<file path="src/rtl/exe_mem_sram_ctrl_pkg.sv">
// Shared types and constants for the EXE/MEM stage SRAM controller.
package exe_mem_sram_ctrl_pkg;

  localparam int unsigned REGISTER_LEN      = 32;
  localparam int unsigned SRAM_DATA_LEN     = 16;
  localparam int unsigned SRAM_ADDR_LEN_DEF = 18;

  typedef enum logic [1:0] {
    ST_IDLE = 2'd0,
    ST_LO   = 2'd1,
    ST_HI   = 2'd2,
    ST_DONE = 2'd3
  } sram_state_e;

  // Request captured at the IDLE->LO edge and held for the whole access
  typedef struct packed {
    logic                    wr;
    logic [REGISTER_LEN-1:0] wdata;
  } sram_req_t;

  function automatic logic is_phase(input sram_state_e st);
    return (st == ST_LO) || (st == ST_HI);
  endfunction

endpackage

</file>
<file path="src/rtl/exe_mem_sram_ctrl_wait_counter.sv">
// Loadable down-counter with zero flag that times each SRAM halfword phase.
module sram_wait_counter #(
  parameter int unsigned CNT_W = 3
) (
  input  logic             clk,
  input  logic             rst,
  input  logic             load,
  input  logic             dec,
  input  logic [CNT_W-1:0] load_val,
  output logic             zero_c
);

  logic [CNT_W-1:0] count;

  // Load wins over decrement so a phase change reloads cleanly
  always_ff @(posedge clk or negedge rst) begin
    if (!rst) begin
      count <= '0;
    end else if (load) begin
      count <= load_val;
    end else if (dec && (count != '0)) begin
      count <= count - CNT_W'(1);
    end
  end

  assign zero_c = (count == '0);

endmodule

</file>
<file path="src/rtl/exe_mem_sram_ctrl.sv">
// Sequences EXE-stage word accesses onto a 16-bit multi-cycle SRAM as two halfword phases.
// Optional SRAM_ADDR_CHECK_EN adds address checking and the addr_err output.
module exe_mem_sram_ctrl
  import exe_mem_sram_ctrl_pkg::*;
#(
  parameter int unsigned WAIT_CYCLES   = 3,
  parameter int unsigned BASE_ADDR     = 1024,
  parameter int unsigned SRAM_ADDR_LEN = SRAM_ADDR_LEN_DEF
) (
  input  logic                     clk,
  input  logic                     rst,
  input  logic                     mem_read,
  input  logic                     mem_write,
  input  logic [REGISTER_LEN-1:0]  address,
  input  logic [REGISTER_LEN-1:0]  wdata,
  output logic [REGISTER_LEN-1:0]  rdata,
  output logic                     ready,
  output logic [SRAM_ADDR_LEN-1:0] sram_addr,
  output logic [SRAM_DATA_LEN-1:0] sram_dq_out,
  input  logic [SRAM_DATA_LEN-1:0] sram_dq_in,
  output logic                     sram_dq_oe,
  output logic                     sram_we_n
`ifdef SRAM_ADDR_CHECK_EN
  ,
  output logic                     addr_err
`endif
);

  localparam int unsigned CNT_W  = $clog2(WAIT_CYCLES) + 1;
  localparam int unsigned WORD_W = SRAM_ADDR_LEN - 1;

  sram_state_e              state_q, state_d;
  sram_req_t                req_q, req_d;
  logic [WORD_W-1:0]        word_q, word_d;
  logic [REGISTER_LEN-1:0]  rdata_d;
  logic [SRAM_ADDR_LEN-1:0] sram_addr_d;
  logic [SRAM_DATA_LEN-1:0] sram_dq_out_d;
  logic                     sram_dq_oe_d;
  logic                     sram_we_n_d;
  logic                     cnt_load, cnt_dec, cnt_zero;
  logic                     req_c, skip_c;
  logic [REGISTER_LEN-1:0]  offset;
  logic                     unused_offset;

  assign req_c  = mem_read | mem_write;
  assign offset = address - REGISTER_LEN'(BASE_ADDR);
  assign unused_offset = ^{offset[1:0], offset[REGISTER_LEN-1:SRAM_ADDR_LEN+1]};
  assign ready  = (state_q == ST_DONE) | ((state_q == ST_IDLE) & ~req_c);

  sram_wait_counter #(.CNT_W(CNT_W)) u_wait_counter (
    .clk      (clk),
    .rst      (rst),
    .load     (cnt_load),
    .dec      (cnt_dec),
    .load_val (CNT_W'(WAIT_CYCLES - 1)),
    .zero_c   (cnt_zero)
  );

`ifdef SRAM_ADDR_CHECK_EN
  logic bad_addr, err_q, err_d, addr_err_d;

  // Misaligned, below the SRAM window, or past the last SRAM word
  assign bad_addr = (|address[1:0]) ||
                    (address < REGISTER_LEN'(BASE_ADDR)) ||
                    (|offset[REGISTER_LEN-1:SRAM_ADDR_LEN+1]);
  assign skip_c   = bad_addr;

  always_comb begin
    err_d = err_q;
    if ((state_q == ST_IDLE) && req_c) begin
      err_d = bad_addr | (mem_read & mem_write);
    end
    addr_err_d = (state_d == ST_DONE) & err_d;
  end

  always_ff @(posedge clk or negedge rst) begin
    if (!rst) begin
      err_q    <= 1'b0;
      addr_err <= 1'b0;
    end else begin
      err_q    <= err_d;
      addr_err <= addr_err_d;
    end
  end
`else
  assign skip_c = 1'b0;
`endif

  // Next-state, request latch, read capture and pad outputs aligned with state_d
  always_comb begin
    state_d  = state_q;
    req_d    = req_q;
    word_d   = word_q;
    rdata_d  = rdata;
    cnt_load = 1'b0;
    cnt_dec  = 1'b0;

    unique case (state_q)
      ST_IDLE: begin
        if (req_c) begin
          req_d.wr    = mem_write;
          req_d.wdata = wdata;
          word_d      = offset[SRAM_ADDR_LEN:2];
          if (skip_c) begin
            state_d = ST_DONE;
          end else begin
            state_d  = ST_LO;
            cnt_load = 1'b1;
          end
        end
      end
      ST_LO: begin
        cnt_dec = 1'b1;
        if (cnt_zero) begin
          state_d  = ST_HI;
          cnt_load = 1'b1;
          if (!req_q.wr) rdata_d[SRAM_DATA_LEN-1:0] = sram_dq_in;
        end
      end
      ST_HI: begin
        cnt_dec = 1'b1;
        if (cnt_zero) begin
          state_d = ST_DONE;
          if (!req_q.wr) rdata_d[REGISTER_LEN-1:SRAM_DATA_LEN] = sram_dq_in;
        end
      end
      ST_DONE: state_d = ST_IDLE;
      default: state_d = ST_IDLE;
    endcase

    sram_addr_d   = sram_addr;
    sram_dq_out_d = sram_dq_out;
    if (state_d == ST_LO) begin
      sram_addr_d = {word_d, 1'b0};
      if (req_d.wr) sram_dq_out_d = req_d.wdata[SRAM_DATA_LEN-1:0];
    end else if (state_d == ST_HI) begin
      sram_addr_d = {word_d, 1'b1};
      if (req_d.wr) sram_dq_out_d = req_d.wdata[REGISTER_LEN-1:SRAM_DATA_LEN];
    end
    sram_dq_oe_d = req_d.wr & is_phase(state_d);
    sram_we_n_d  = ~sram_dq_oe_d;
  end

  always_ff @(posedge clk or negedge rst) begin
    if (!rst) begin
      state_q     <= ST_IDLE;
      req_q       <= '0;
      word_q      <= '0;
      rdata       <= '0;
      sram_addr   <= '0;
      sram_dq_out <= '0;
      sram_dq_oe  <= 1'b0;
      sram_we_n   <= 1'b1;
    end else begin
      state_q     <= state_d;
      req_q       <= req_d;
      word_q      <= word_d;
      rdata       <= rdata_d;
      sram_addr   <= sram_addr_d;
      sram_dq_out <= sram_dq_out_d;
      sram_dq_oe  <= sram_dq_oe_d;
      sram_we_n   <= sram_we_n_d;
    end
  end

endmodule

</file>
<file path="config.mk">
export PLATFORM = sky130hd
export DESIGN_NAME = exe_mem_sram_ctrl
export DESIGN_NICKNAME = d
export VERILOG_FILES = /design/src/rtl/exe_mem_sram_ctrl_pkg.sv /design/src/rtl/exe_mem_sram_ctrl_wait_counter.sv /design/src/rtl/exe_mem_sram_ctrl.sv
export SDC_FILE = /design/constraint.sdc
export NUM_CORES = 1
export LEC_CHECK = 0
export CORE_UTILIZATION = 45
export CTS_BUF_LIST = sky130_fd_sc_hd__clkbuf_2
export DETAILED_ROUTE_END_ITERATION = 16
export GPL_TIMING_DRIVEN = 0
export PLACE_DENSITY = 0.76
export SYNTH_ARGS = -nofsm -noshare
export SYNTH_HDL_FRONTEND = slang
export SYNTH_SLANG_ARGS = --single-unit
</file>
<file path="constraint.sdc">
create_clock -name clk -period 3.37 [get_ports clk]
set_input_delay 0.674 -clock clk [delete_from_list [all_inputs] [get_ports clk]]
set_output_delay 0.674 -clock clk [all_outputs]
set_load 0.02 [all_outputs]
</file>
==> impl_metrics.json <==
{
  "drive_gt1_share_pct": 19.1,
  "swShare_pct": 39.2,
  "power.share.sequential_pct": 31.9,
  "regArea_mm2": 0.00308,
  "synthXorXnorAreaFrac_pct": 0.661,
  "dp_hpwl_um": 8580,
  "crit_start": "state_q[0]$_DFF_PN0_",
  "hold_start": "word_q[0]$_DFF_PN0_",
  "synth_compound_area_share_pct": 3.66,
  "final_common_cell": "clkdlybuf4s50_1",
  "rows": 39,
  "path_max_fanout": 10,
  "cts_tree": "yes",
  "final.setup.worst_slack_ns": 0.235,
  "die_w_um": 111,
  "h-tree-depth": 4,
  "synth_top_family_by_area": "multiplexers",
  "die-area_mm2": 0.0122,
  "synthMuxAreaShare_pct": 20.2,
  "vias": 3810,
  "rsz0062_at_grt": "false",
  "run_status": "finished, final reports clean",
  "cp_top_family": "buffers and inverters",
  "max_freq_mhz": 319,
  "end_kind": "flop",
  "pre_cts_ws_ns": -0.904,
  "power_frac_comb_pct": 57.2,
  "use_met1_pct": 24.7,
  "synth_area_mm2": 0.00530,
  "syn_area_per_cell_um2": 12.1,
  "grt_pass1_vias": 4027,
  "min-delay-path-class": "reg2reg",
  "path_buf_inv": 5,
  "layout.nets": 688,
  "track_usage_pct": 20.7,
  "fill_cells": 951,
  "leakagePower_nw": 3.28,
  "met3_usage_pct": 6.04,
  "drc": 0,
  "setup_viol": 0,
  "area_growth_pct": 34.7,
  "period_minus_slack_ns": 3.13,
  "worstPathArrival_ns": 3.69,
  "clkTransAtPathRegs_ns": 0.16,
  "routed_wl_um": 11800,
  "max_stage_delay_ns": 0.44,
  "slew_viol_final": 0,
  "utilization_pct": 62.3,
  "wl_per_cell_um": 15.6,
  "antenna_found_initial": 0,
  "crit_required_ns": 3.92,
  "cap_violations": 0,
  "clock_sinks": 123,
  "viasPerCell": 5.07,
  "path_cells": "inv_1 > ha_1 > buf_4 > o21a_1 > clkbuf_2 > o22ai_1 > o31ai_1 > ha_4 > clkbuf_1 > clkbuf_2 > mux2_2",
  "p_int_mw": 4.84,
  "p_sw_mw": 3.13,
  "ys_types": 42,
  "worst_pin_slew_ns": 0.592,
  "clock_latency_ns": 0.65,
  "hold_violations": 0,
  "antenna_cells": 0,
  "ioPinCount": 153,
  "grt_max_degree": 64,
  "synth_fp_nets": 530,
  "busiest_layer": "met2",
  "portBuffers": 137,
  "synthAdderAreaFrac_pct": 2.12,
  "peakVddDrop_mv": 0.544,
  "grt_overflow": 0,
  "drt-initial-drc-count": 113,
  "period_share_pct": 93.0,
  "dr.pass1.iters": 5,
  "die_h_um": 111,
  "initial_core_util_pct": 46.3,
  "routabilityCongestion": 0.801,
  "timing.rr.start": "state_q[0]$_DFF_PN0_",
  "multiInputGateArea_mm2": 0.00210,
  "pwr-share-clk_pct": 10.9,
  "ys_warn_count": 0,
  "synthSimpleGateAreaFrac_pct": 12.6,
  "setup_tns_ns": 0,
  "power_density_mw_per_mm2": 1120,
  "cts_root_buf": "clkbuf_2",
  "path_common_cell": "clkbuf_2",
  "layout_common_cells": "clkdlybuf4s50_1, nand2_1, dfrtp_1, mux2_2, clkbuf_2",
  "cts_buffer_depth": 2,
  "fin_skew_ns": 0.0222,
  "cts_buffers": 17,
  "ant_nets": 0,
  "cp_slowest_cell": "dfrtp_1",
  "ys_seq_area_share_pct": 58.1,
  "hold_slack_ns": 0.488,
  "relSlewSlack_pct": 60.4,
  "cp-start-kind": "flop",
  "coreArea_mm2": 0.0115,
  "synth_seq_cells": 123,
  "grt_pass1_wl_um": 19700,
  "grtUsageMet2_pct": 35.4,
  "synthCells": 437,
  "path_class": "reg2reg"
}
## per-layer routing
metal	vias up	wire length, um	share of wire [%]
li1	1808	-	-
met1	1903	4850	41
met2	85	6200	53
met3	14	526	4.5
met4	0	177	1.5
met5	-	0	0
## cell usage after synthesis (all sizes together)
| library cell | number | share of area (%) |
|---|---|---|
| a21oi | 5 | 0.54 |
| or3 | 1 | 0.12 |
| xnor2 | 2 | 0.33 |
| or2 | 2 | 0.24 |
| a22oi | 1 | 0.14 |
| or4 | 1 | 0.21 |
| nand2b | 2 | 0.24 |
| o221ai | 2 | 0.33 |
| xor2 | 2 | 0.33 |
| clkbuf | 9 | 0.64 |
| nand2 | 134 | 9.5 |
| inv | 8 | 0.57 |
| o21a | 1 | 0.14 |
| dfstp | 1 | 0.50 |
| nor2 | 10 | 0.71 |
| mux2 | 63 | 13 |
| o22ai | 1 | 0.12 |
| mux4 | 16 | 6.8 |
| nor4 | 1 | 0.12 |
| dfrtp | 122 | 58 |
| a21o | 3 | 0.42 |
| o31a | 1 | 0.17 |
| nor2b | 1 | 0.12 |
| o31ai | 3 | 0.42 |
| o21ai | 10 | 1.0 |
| and2 | 1 | 0.12 |
| nor3b | 3 | 0.61 |
| nor3 | 3 | 0.28 |
| buf | 13 | 1.5 |
| a31oi | 2 | 0.35 |
| ha | 9 | 2.1 |
| nand3 | 4 | 0.38 |
## worst min-delay path: cells and delay by family, from the launching register on
| kind | cells | cell delay [ns] |
|---|---|---|
| simple gates | 2 | 0.11 |
| flops | 1 | 0.35 |
## worst paths after layout
check | end | slack [ns] | cells after the start
setup / recovery | sram_addr[8]$_DFFE_PN0P_ | 0.24 | 11
max in group asynchronous | sram_addr[2]$_DFFE_PN0P_ | 2.14 | 3
min in group asynchronous | req_q[3]$_DFF_PN0_ | 0.53 | 2
setup reg to reg | sram_addr[8]$_DFFE_PN0P_ | 0.24 | 11
hold / removal | word_q[0]$_DFF_PN0_ | 0.49 | 2
hold reg to reg | word_q[0]$_DFF_PN0_ | 0.49 | 2
## flip-flops by register name, indices dropped and copies added, names as in the netlist, 2 cells and up
register and cells:
rdata 32, req_q 33, sram_addr 18, sram_dq_out 16, state_q 2, u_wait_counter.count 3, word_q 17
## power by group through the flow
stage          registers [mW]  logic, mW  clock network (mW)
3_5_place_dp             2.58       4.50                   0
6_report                 2.54       4.56               0.866
5_1_grt                  2.62       4.94               0.956
2_1_floorplan            2.98       2.52                   0
3_3_place_gp             2.55       4.36                   0
4_1_cts                  2.55       4.58               0.893
## metrics by stage
step / power, mW / std cells / cell area, um2
global placement: 6.91 / 717 / 6850
detailed placement: 7.08 / 718 / 6880
global route: 8.52 / 751 / 7140
CTS: 8.02 / 751 / 7130
floorplan: 5.49 / 437 / 5300
finish: 7.97 / 751 / 7140
## logic make-up (layout without fill, tap and decap cells)
family,count (synthesis),after routing
flops,123,123
fa+ha+maj,9,9
buf+inv,30,201
xor+xnor,4,4
simple gates,163,163
mux,79,79
compound gates,29,29
## final cells by class
| cell class | instances | share of cell area [%] |
|---|---|---|
| well taps | 143 | 2.50 |
| repair buffers | 140 | 19.8 |
| plain buffers | 21 | 1.61 |
| multi-input cells | 284 | 29.4 |
| clock inverters | 14 | 1.84 |
| inverters | 8 | 0.420 |
| clock buffers | 18 | 1.26 |
| flip-flops and latches | 123 | 43.1 |
## timing repair
item	CTS	global route
endpoints found under the setup margin	24	24
buffers inserted	1	0
hold buffers	1	0
cloned	0	0
gates resized for setup	3	6
pin swaps	1	0
hold endpoints to repair	59	0
Power figures use the tool's default switching activity.
